<file path="config.mk">
export PLATFORM = sky130hd
export DESIGN_NAME = ibex_rvfi_trace_buf
export DESIGN_NICKNAME = d
export VERILOG_FILES = /design/src/rtl/ibex_rvfi_trace_buf.sv
export SDC_FILE = /design/constraint.sdc
export NUM_CORES = 2
export LEC_CHECK = 0
export CORE_AREA = 2 2 513 515
export CTS_CLUSTER_SIZE = 25
export DETAILED_ROUTE_END_ITERATION = 8
export DIE_AREA = 0 0 515 517
export SLEW_MARGIN = 20
export SYNTH_ARGS = -nofsm -noshare
export SYNTH_HDL_FRONTEND = slang
export SYNTH_SLANG_ARGS = --single-unit
</file>
<file path="constraint.sdc">
create_clock -name clk_i -period 17.9 [get_ports clk_i]
set_input_delay 1.79 -clock clk_i [delete_from_list [all_inputs] [get_ports clk_i]]
set_output_delay 1.79 -clock clk_i [all_outputs]
set_load 0.01 [all_outputs]
</file>
<file path="src/rtl/ibex_rvfi_trace_buf.sv">
// Retirement-trace capture buffer: packs RVFI retirements into a circular buffer and drains them in order.
// Define IBEX_RVFI_TRACE_TIMESTAMP_EN to prepend a 32-bit cycle timestamp to every record.
//   state    | meaning
//   S_RUN    | retirements are captured
//   S_FROZEN | a trap was captured with freeze enabled; pushes ignored, drain continues
module ibex_rvfi_trace_buf #(
    parameter int unsigned NumRet   = 1,
    parameter int unsigned Depth    = 16,
    parameter int unsigned DropCntW = 16,
`ifdef IBEX_RVFI_TRACE_TIMESTAMP_EN
    parameter int unsigned RecW     = 150,
`else
    parameter int unsigned RecW     = 118,
`endif
    parameter int unsigned AW       = $clog2(Depth),
    parameter int unsigned PtrW     = AW + 1
) (
    input  logic                   clk_i,
    input  logic                   rst_ni,
    input  logic [NumRet-1:0]      rvfi_valid_i,
    input  logic [NumRet*64-1:0]   rvfi_order_i,
    input  logic [NumRet*32-1:0]   rvfi_pc_i,
    input  logic [NumRet*32-1:0]   rvfi_insn_i,
    input  logic [NumRet-1:0]      rvfi_trap_i,
    input  logic [NumRet*5-1:0]    rvfi_rd_addr_i,
    input  logic [NumRet*32-1:0]   rvfi_rd_wdata_i,
    input  logic                   freeze_on_trap_i,
    input  logic                   clear_i,
    output logic                   out_valid_o,
    input  logic                   out_ready_i,
    output logic [RecW-1:0]        out_rec_o,
    output logic [PtrW-1:0]        level_o,
    output logic [DropCntW-1:0]    drop_cnt_o,
    output logic                   order_err_o,
    output logic                   frozen_o
);

    typedef enum logic {S_RUN, S_FROZEN} state_e;

    state_e                state_q, state_d;
    logic [PtrW-1:0]       wptr_q, wptr_d, rptr_q, rptr_d;
    logic [DropCntW-1:0]   drop_cnt_q, drop_cnt_d;
    logic [63:0]           exp_q, exp_d;
    logic                  expv_q, expv_d;
    logic                  err_q, err_d;
    logic [RecW-1:0]       mem_q [Depth];

    logic [PtrW-1:0]       level, free_slots, push_cnt;
    logic                  pop, freeze_hit, stop;
    logic [1:0]            drop_n;
    logic [DropCntW:0]     drop_sum;
    logic [NumRet-1:0]     wr_en;
    logic [AW-1:0]         wr_idx   [NumRet];
    logic [RecW-1:0]       lane_rec [NumRet];
    logic [31:0]           ts_val;

`ifdef IBEX_RVFI_TRACE_TIMESTAMP_EN
    logic [31:0] ts_q;
    always_ff @(posedge clk_i or negedge rst_ni) begin
        if (!rst_ni)      ts_q <= '0;
        else if (clear_i) ts_q <= '0;
        else              ts_q <= ts_q + 32'd1;
    end
    assign ts_val = ts_q;
`else
    assign ts_val = '0;
`endif

    assign level      = wptr_q - rptr_q;
    assign pop        = (level != '0) && out_ready_i;
    // A same-cycle pop frees its slot before the pushes are placed.
    assign free_slots = PtrW'(Depth) - level + {{AW{1'b0}}, pop};

    always_comb begin
        push_cnt   = '0;
        drop_n     = '0;
        freeze_hit = 1'b0;
        stop       = 1'b0;
        exp_d      = exp_q;
        expv_d     = expv_q;
        err_d      = err_q;
        for (int l = 0; l < NumRet; l++) begin
            wr_en[l]    = 1'b0;
            wr_idx[l]   = '0;
`ifdef IBEX_RVFI_TRACE_TIMESTAMP_EN
            lane_rec[l] = {ts_val, rvfi_trap_i[l], rvfi_rd_addr_i[l*5 +: 5], rvfi_order_i[l*64 +: 16],
                           rvfi_pc_i[l*32 +: 32], rvfi_insn_i[l*32 +: 32], rvfi_rd_wdata_i[l*32 +: 32]};
`else
            lane_rec[l] = {rvfi_trap_i[l], rvfi_rd_addr_i[l*5 +: 5], rvfi_order_i[l*64 +: 16],
                           rvfi_pc_i[l*32 +: 32], rvfi_insn_i[l*32 +: 32], rvfi_rd_wdata_i[l*32 +: 32]};
`endif
            if (rvfi_valid_i[l] && (state_q == S_RUN) && !stop) begin
                if (expv_d && (rvfi_order_i[l*64 +: 64] != exp_d)) err_d = 1'b1;
                exp_d  = rvfi_order_i[l*64 +: 64] + 64'd1;
                expv_d = 1'b1;
                if (push_cnt < free_slots) begin
                    wr_en[l]  = 1'b1;
                    wr_idx[l] = wptr_q[AW-1:0] + push_cnt[AW-1:0];
                    push_cnt  = push_cnt + {{AW{1'b0}}, 1'b1};
                    if (freeze_on_trap_i && rvfi_trap_i[l]) begin
                        freeze_hit = 1'b1;
                        stop       = 1'b1;
                    end
                end else begin
                    drop_n = drop_n + 2'd1;
                end
            end
        end
        wptr_d     = wptr_q + push_cnt;
        rptr_d     = rptr_q + {{AW{1'b0}}, pop};
        drop_sum   = {1'b0, drop_cnt_q} + {{(DropCntW-1){1'b0}}, drop_n};
        drop_cnt_d = drop_sum[DropCntW] ? {DropCntW{1'b1}} : drop_sum[DropCntW-1:0];
    end

    always_comb begin
        state_d = state_q;
        if (clear_i)         state_d = S_RUN;
        else if (freeze_hit) state_d = S_FROZEN;
    end

    always_ff @(posedge clk_i or negedge rst_ni) begin
        if (!rst_ni) begin
            state_q    <= S_RUN;
            wptr_q     <= '0;
            rptr_q     <= '0;
            drop_cnt_q <= '0;
            exp_q      <= '0;
            expv_q     <= 1'b0;
            err_q      <= 1'b0;
        end else if (clear_i) begin
            state_q    <= state_d;
            wptr_q     <= '0;
            rptr_q     <= '0;
            drop_cnt_q <= '0;
            exp_q      <= '0;
            expv_q     <= 1'b0;
            err_q      <= 1'b0;
        end else begin
            state_q    <= state_d;
            wptr_q     <= wptr_d;
            rptr_q     <= rptr_d;
            drop_cnt_q <= drop_cnt_d;
            exp_q      <= exp_d;
            expv_q     <= expv_d;
            err_q      <= err_d;
        end
    end

    always_ff @(posedge clk_i) begin
        for (int l = 0; l < NumRet; l++) begin
            if (wr_en[l]) mem_q[wr_idx[l]] <= lane_rec[l];
        end
    end

    assign out_valid_o = (level != '0);
    assign out_rec_o   = mem_q[rptr_q[AW-1:0]];
    assign level_o     = level;
    assign drop_cnt_o  = drop_cnt_q;
    assign order_err_o = err_q;
    assign frozen_o    = (state_q == S_FROZEN);

endmodule
</file>
# ---- After elaboration in Yosys (flattened, before gate mapping)
# Memories as Yosys holds them, arrays and structs flattened.
# Cells that the tools add are included.
dict set report op_classes {
  order_cmp 1
  n_reduce_logical 9
  addsub 7
  n_bitwise 1
  n_mux 26
  eq_ne 1
}
# op count
set op_table {}
lappend op_table {{2-to-1 mux 64 bit} 2}
lappend op_table {{adder 64 x 1 -> 64 bit, second input constant} 1}
lappend op_table {{!= test 64 bit} 1}
lappend op_table {{2-to-1 mux 16 bit} 2}
lappend op_table {{2-to-1 mux 1 bit} 18}
lappend op_table {{adder 16 x 2 -> 17 bit} 1}
lappend op_table {{adder 5 x 1 -> 5 bit} 2}
lappend op_table {{2-to-1 mux 5 bit} 2}
lappend op_table {{2-to-1 mux 4 bit} 2}
lappend op_table {{nonzero test 2 bit} 3}
lappend op_table {{adder 5 bit} 1}
lappend op_table {{< comparator 1 x 5 -> 1 bit, first input constant} 1}
lappend op_table {{nonzero test 5 bit} 1}
lappend op_table {{subtractor 5 bit} 1}
lappend op_table {{subtractor 5 bit, first input constant} 1}
lappend op_table {{logical AND 1 bit} 4}
lappend op_table {{AND reduction 2 bit} 1}
lappend op_table {{inverter 1 bit} 1}
dict set report totals {
  ramBits 1888
  reg_bits 93
  output_inout_bits 142
  wordCells 53
  memories 1
}
# memory words word_bits read_ports rd_ports_with_merged_regs wr line
set memory_table {}
lappend memory_table {mem_q 16 118 1 0 1 46} ;# logic [RecW-1:0] mem_q [Depth];

# ---- Longest topological paths before layout
dict set report logic_depth {
  depth_word 10
  depth_mapped 17
  mapped_depth_nobuf 17
}

# ---- Worst setup path after synthesis
# Ideal clock, no wire load.
dict set report synth_timing {
  kind {in2reg}
  start {in out_ready_i}
  end {mem mem_q[1][0] (enable)}
  n_path_buf 0
  slack_ns 3.032
  t_arrival_ns 13.984
  t_required_ns 17.016
  setup_ns 0.884
  cell_stages 6
  cell_sequence {or2_2 -> ha_1 -> nor2_1 -> o2111ai_1 -> o221ai_1 -> nor4_1}
}
dict set report synth_via {
  elab_chain_len 7
  word_cells_on_any_way 9
}
# element line
set synth_rtl {}
lappend synth_rtl {{from (decl)} 30} ;# input logic out_ready_i,
lappend synth_rtl {{logical AND 1 bit *} 70} ;# assign pop = (level != '0) && out_ready_i;
lappend synth_rtl {{adder 5 x 1 -> 5 bit *} 72} ;# assign free_slots = PtrW'(Depth) - level + {{AW{1'b0}}, pop};
lappend synth_rtl {{< comparator 1 x 5 -> 1 bit *} 96} ;# if (push_cnt < free_slots) begin
lappend synth_rtl {{2-to-1 mux 1 bit} 96}
lappend synth_rtl {{2-to-1 mux 1 bit} 92} ;# if (rvfi_valid_i[l] && (state_q == S_RUN) && !stop) begin
lappend synth_rtl {{2-to-1 mux 1 bit} 151} ;# if (wr_en[l]) mem_q[wr_idx[l]] <= lane_rec[l];
lappend synth_rtl {{2-to-1 mux 1 bit (implied by the code)} 151}
lappend synth_rtl {{to (decl)} 46}
# Mark *: on every way between the ends. The rest lies on a longest branch, timed or not.

# ---- Worst setup path in the final report
dict set report layout_timing {
  start {reg rptr_q[0]}
  end {out out_rec_o[69]}
}
dict set report layout_via {
  elab_chain_len 1
}
# element line
set layout_rtl {}
lappend layout_rtl {{from (decl)} 41} ;# logic [PtrW-1:0] wptr_q, wptr_d, rptr_q, rptr_d;
lappend layout_rtl {{from (signal assigned)} 141} ;# rptr_q <= rptr_d;
lappend layout_rtl {{memory read (16 x 118 bit)} --}
lappend layout_rtl {{to (decl)} 31} ;# output logic [RecW-1:0] out_rec_o,
# Every way passes these cells.

==> results.py <==
metrics = {
    "run_status": {
        "outcome": "completed",
    },
    "global_route": {
        "met3_usage_pct": 3.46,
        "antenna_found_initial": 33,
        "grt_use_total_pct": 15.1,
        "grt_pass1_wl_um": 296000,
        "grt_start_max_net_pins": 136,
        "grt_overflow": 0,
        "grt_busiest_layer": "met2",
        "grt_use_met2_pct": 25.6,
        "first_global_vias": 42400,
        "use_met1_pct": 19.6,
    },
    "die": {
        "floorplan.initialDensity_pct": 29.8,
        "die_height_um": 517,
        "core_um2": 261000,
        "num_rows": 188,
        "die_w_um": 515,
        "die_area_um2": 266000,
        "pin_count": 314,
    },
    "worst_setup_path": {
        "worstSetupPathType": "flop to output port",
        "cp-startpoint": "rptr_q[0]",
        "reg2reg_depth": 9,
        "r2r_slack_ns": 12.16,
        "worstPathMaxFanout": 96,
        "cp_slowest_cell": "dfrtp_4",
        "startpoint_type": "flop",
        "crit_path_cell_trace": "buf_12 -> buf_4 -> buf_4 -> mux2i_1 -> a221oi_1 -> o21ai_0 -> nand2_1 -> clkdlybuf4s50_1",
        "cpMostUsedCell": "buf_4",
        "crit_buf_inv": 4,
        "crit_required_ns": 16.11,
        "slowest_delay_ns": 0.85,
        "r2r-start": "rptr_q[1]",
        "cp.depth": 8,
        "r2r_end": "mem_q[3][65]",
        "crit_end": "out_rec_o[69]",
        "crit_family": "buffers and inverters",
        "crit_path_end_kind": "output port",
        "worstPathArrival_ns": 5.74,
    },
    "routing": {
        "wl_per_cell_um": 25.3,
        "routed_wl_um": 204000,
        "drt_iter0_markers": 3452,
        "drc": 0,
        "postRouteAntennaNets": 0,
        "dr_total_vias": 41400,
        "first_pass_iters": 5,
        "viasPerCell": 5.13,
    },
    "final_layout": {
        "final_common_cell": "edfxtp_1",
        "finish.utilization_pct": 35.1,
        "drive_above_1_share_pct": 13.8,
        "design_area_um2": 91700,
        "stdcell_count": 8065,
        "nNetsFinal": 4658,
        "syn2layout_area_growth_pct": 18.0,
        "final_cell_mix": "1888 x edfxtp_1, 475 x mux2i_1, 311 x clkdlybuf4s50_1, 236 x a221oi_1, 236 x mux4_2",
    },
    "power": {
        "p_leak_nw": 28.7,
        "vdd_drop_max_mv": 0.114,
        "p_per_area_nw_per_um2": 131,
    },
    "sta": {
        "fmaxAchievable_mhz": 133,
        "finalSetupViolations": 0,
        "worst_slack_ns": 10.37,
        "worstMarginPinSlew_ns": 1.10,
        "hold_viol_final": 0,
        "min_period_ns": 7.53,
        "fin_setup_tns_ns": 0,
        "skew_ns": 0.0697,
        "drv_slew": 0,
        "fin_crit_sh_pct": 42.1,
        "rsz0062_at_grt": "no",
        "relSlewSlack_pct": 26.6,
    },
    "clock_network": {
        "cts_htree_levels": 4,
        "cts_buffer_depth": 3,
        "cts_buffers": 204,
        "clkTransAtPathRegs_ns": 0.06,
        "postCtsHoldBufs": 0,
        "cts_tree": "yes",
        "clock-sinks": 1981,
        "clk_latency_ns": 0.89,
        "postCtsSetupBuffers": 0,
        "cts-resized-gates": 0,
        "cts_root_buffer": "clkbuf_16",
    },
    "logic_synthesis": {
        "synth_top_area_cell": "edfxtp_1",
        "yosysWarnings": 0,
        "syn_nets": 4296,
        "async_flop_share_pct": 4.69,
        "ys.flop_type": "edfxtp_1",
        "synth_cell_types": 54,
        "syn_inst": 4111,
        "avgSynthCellArea_um2": 18.9,
        "syn_area_um2": 77800,
        "synth_area_leaders": "edfxtp_1 73%, mux4_2 6.8%, mux2i_1 6.1%",
        "ys_seq_area_share_pct": 75.9,
        "synth_enable_flop_cells": 1888,
        "yosysTopAreaCellShare_pct": 72.9,
        "ys_ff_latch": 1981,
    },
    "placement": {
        "placed_cell_area_um2": 85100,
        "place_congestion": 0.771,
        "hpwl_um": 106000,
        "pre_cts_slack_ns": 11.16,
        "port_buffers": 313,
        "dp_cells": 7685,
    },
    "run": {
        "cap_viol_max_count": 0,
    },
    "min_path": {
        "hold_class": "flop to flop",
    },
}
[worst register-to-register path: stages, from the launching register on]
cell and delay, ns:
dfrtp_4 0.89, inv_1 0.26, fa_1 0.49, xor2_1 0.55, nor2_1 0.12, o2111ai_1 0.22
o221ai_4 0.37, nor3_2 0.90, buf_4 0.73, buf_4 0.79
[state kept, by name, indices dropped and copies added (netlist names)]
register	flops
expv_q	1
wptr_q	5
mem_q	1888
frozen_o	1
exp_q	64
rptr_q	5
drop_cnt_o	16
order_err_o	1
[routing by layer]
metal / part of all wire [%] / up-vias
li1: - / 17700
met1: 41 / 21900
met2: 50 / 1368
met3: 7.0 / 311
met4: 1.9 / 26
met5: 0.075 / -
[worst min path at each step]
stage | start | cells past startpoint | slack [ns] | end
2_1_floorplan | expv_q | 2 | 0.47 | expv_q
3_3_place_gp | expv_q | 2 | 0.48 | expv_q
3_5_place_dp | expv_q | 2 | 0.51 | expv_q
4_1_cts | expv_q | 2 | 0.53 | expv_q
5_1_grt | expv_q | 2 | 0.59 | expv_q
6_report | expv_q | 2 | 0.53 | expv_q
[logic make-up after synthesis]
| kind of cell | Yosys count | synth area share (%) |
|---|---|---|
| buf+inv | 258 | 1.26 |
| simple gates | 424 | 2.69 |
| xor+xnor | 112 | 1.26 |
| compound gates | 612 | 5.71 |
| flops | 1981 | 75.9 |
| mux | 711 | 13.0 |
| fa+ha+maj | 13 | 0.219 |
[synth_stat cells (all sizes together) (6+ instances only)]
library cell  instances
nand2               159
a221oi              236
nor2b                 6
a211oi               27
and3                 15
a31oi                10
nand4                27
a21oi                30
a22oi               116
nand3                29
xnor2                47
and2                 10
nor2                 58
or3                  11
dfrtp                93
buf                  63
or4                  11
clkbuf              177
nor4                 26
a311oi               12
edfxtp             1888
ha                   12
o21ai               158
mux2i               475
and4                 14
nor3                 47
xor2                 65
mux4                236
inv                  18
[metrics by stage]
| step | hold WS (ns) | total power, W |
|---|---|---|
| 5_1_grt | 0.586 | 0.0125 |
| 3_3_place_gp | 0.483 | 0.00805 |
| 3_5_place_dp | 0.514 | 0.00807 |
| 4_1_cts | 0.527 | 0.0122 |
| 2_1_floorplan | 0.466 | 0.00705 |
| 6_report | 0.525 | 0.0120 |
[where the power goes]
part,total (W),switching [W],internal [W]
Clock,0.00410,0.00182,0.00228
Combinational,0.00261,0.00139,0.00122
Sequential,0.00533,0.0000756,0.00525
Total,0.0120,0.00328,0.00875
[area by class of cell]
type	instances	area (um^2)
flip-flops and latches	1981	59000
multi-input cells	1872	17900
clock buffers	251	5300
inverters	18	72.6
diodes	4	10.0
fillers	24200	169000
well taps	3420	4280
repair buffers	396	3910
clock inverters	123	1210
(Power assumes the default switching activity.)
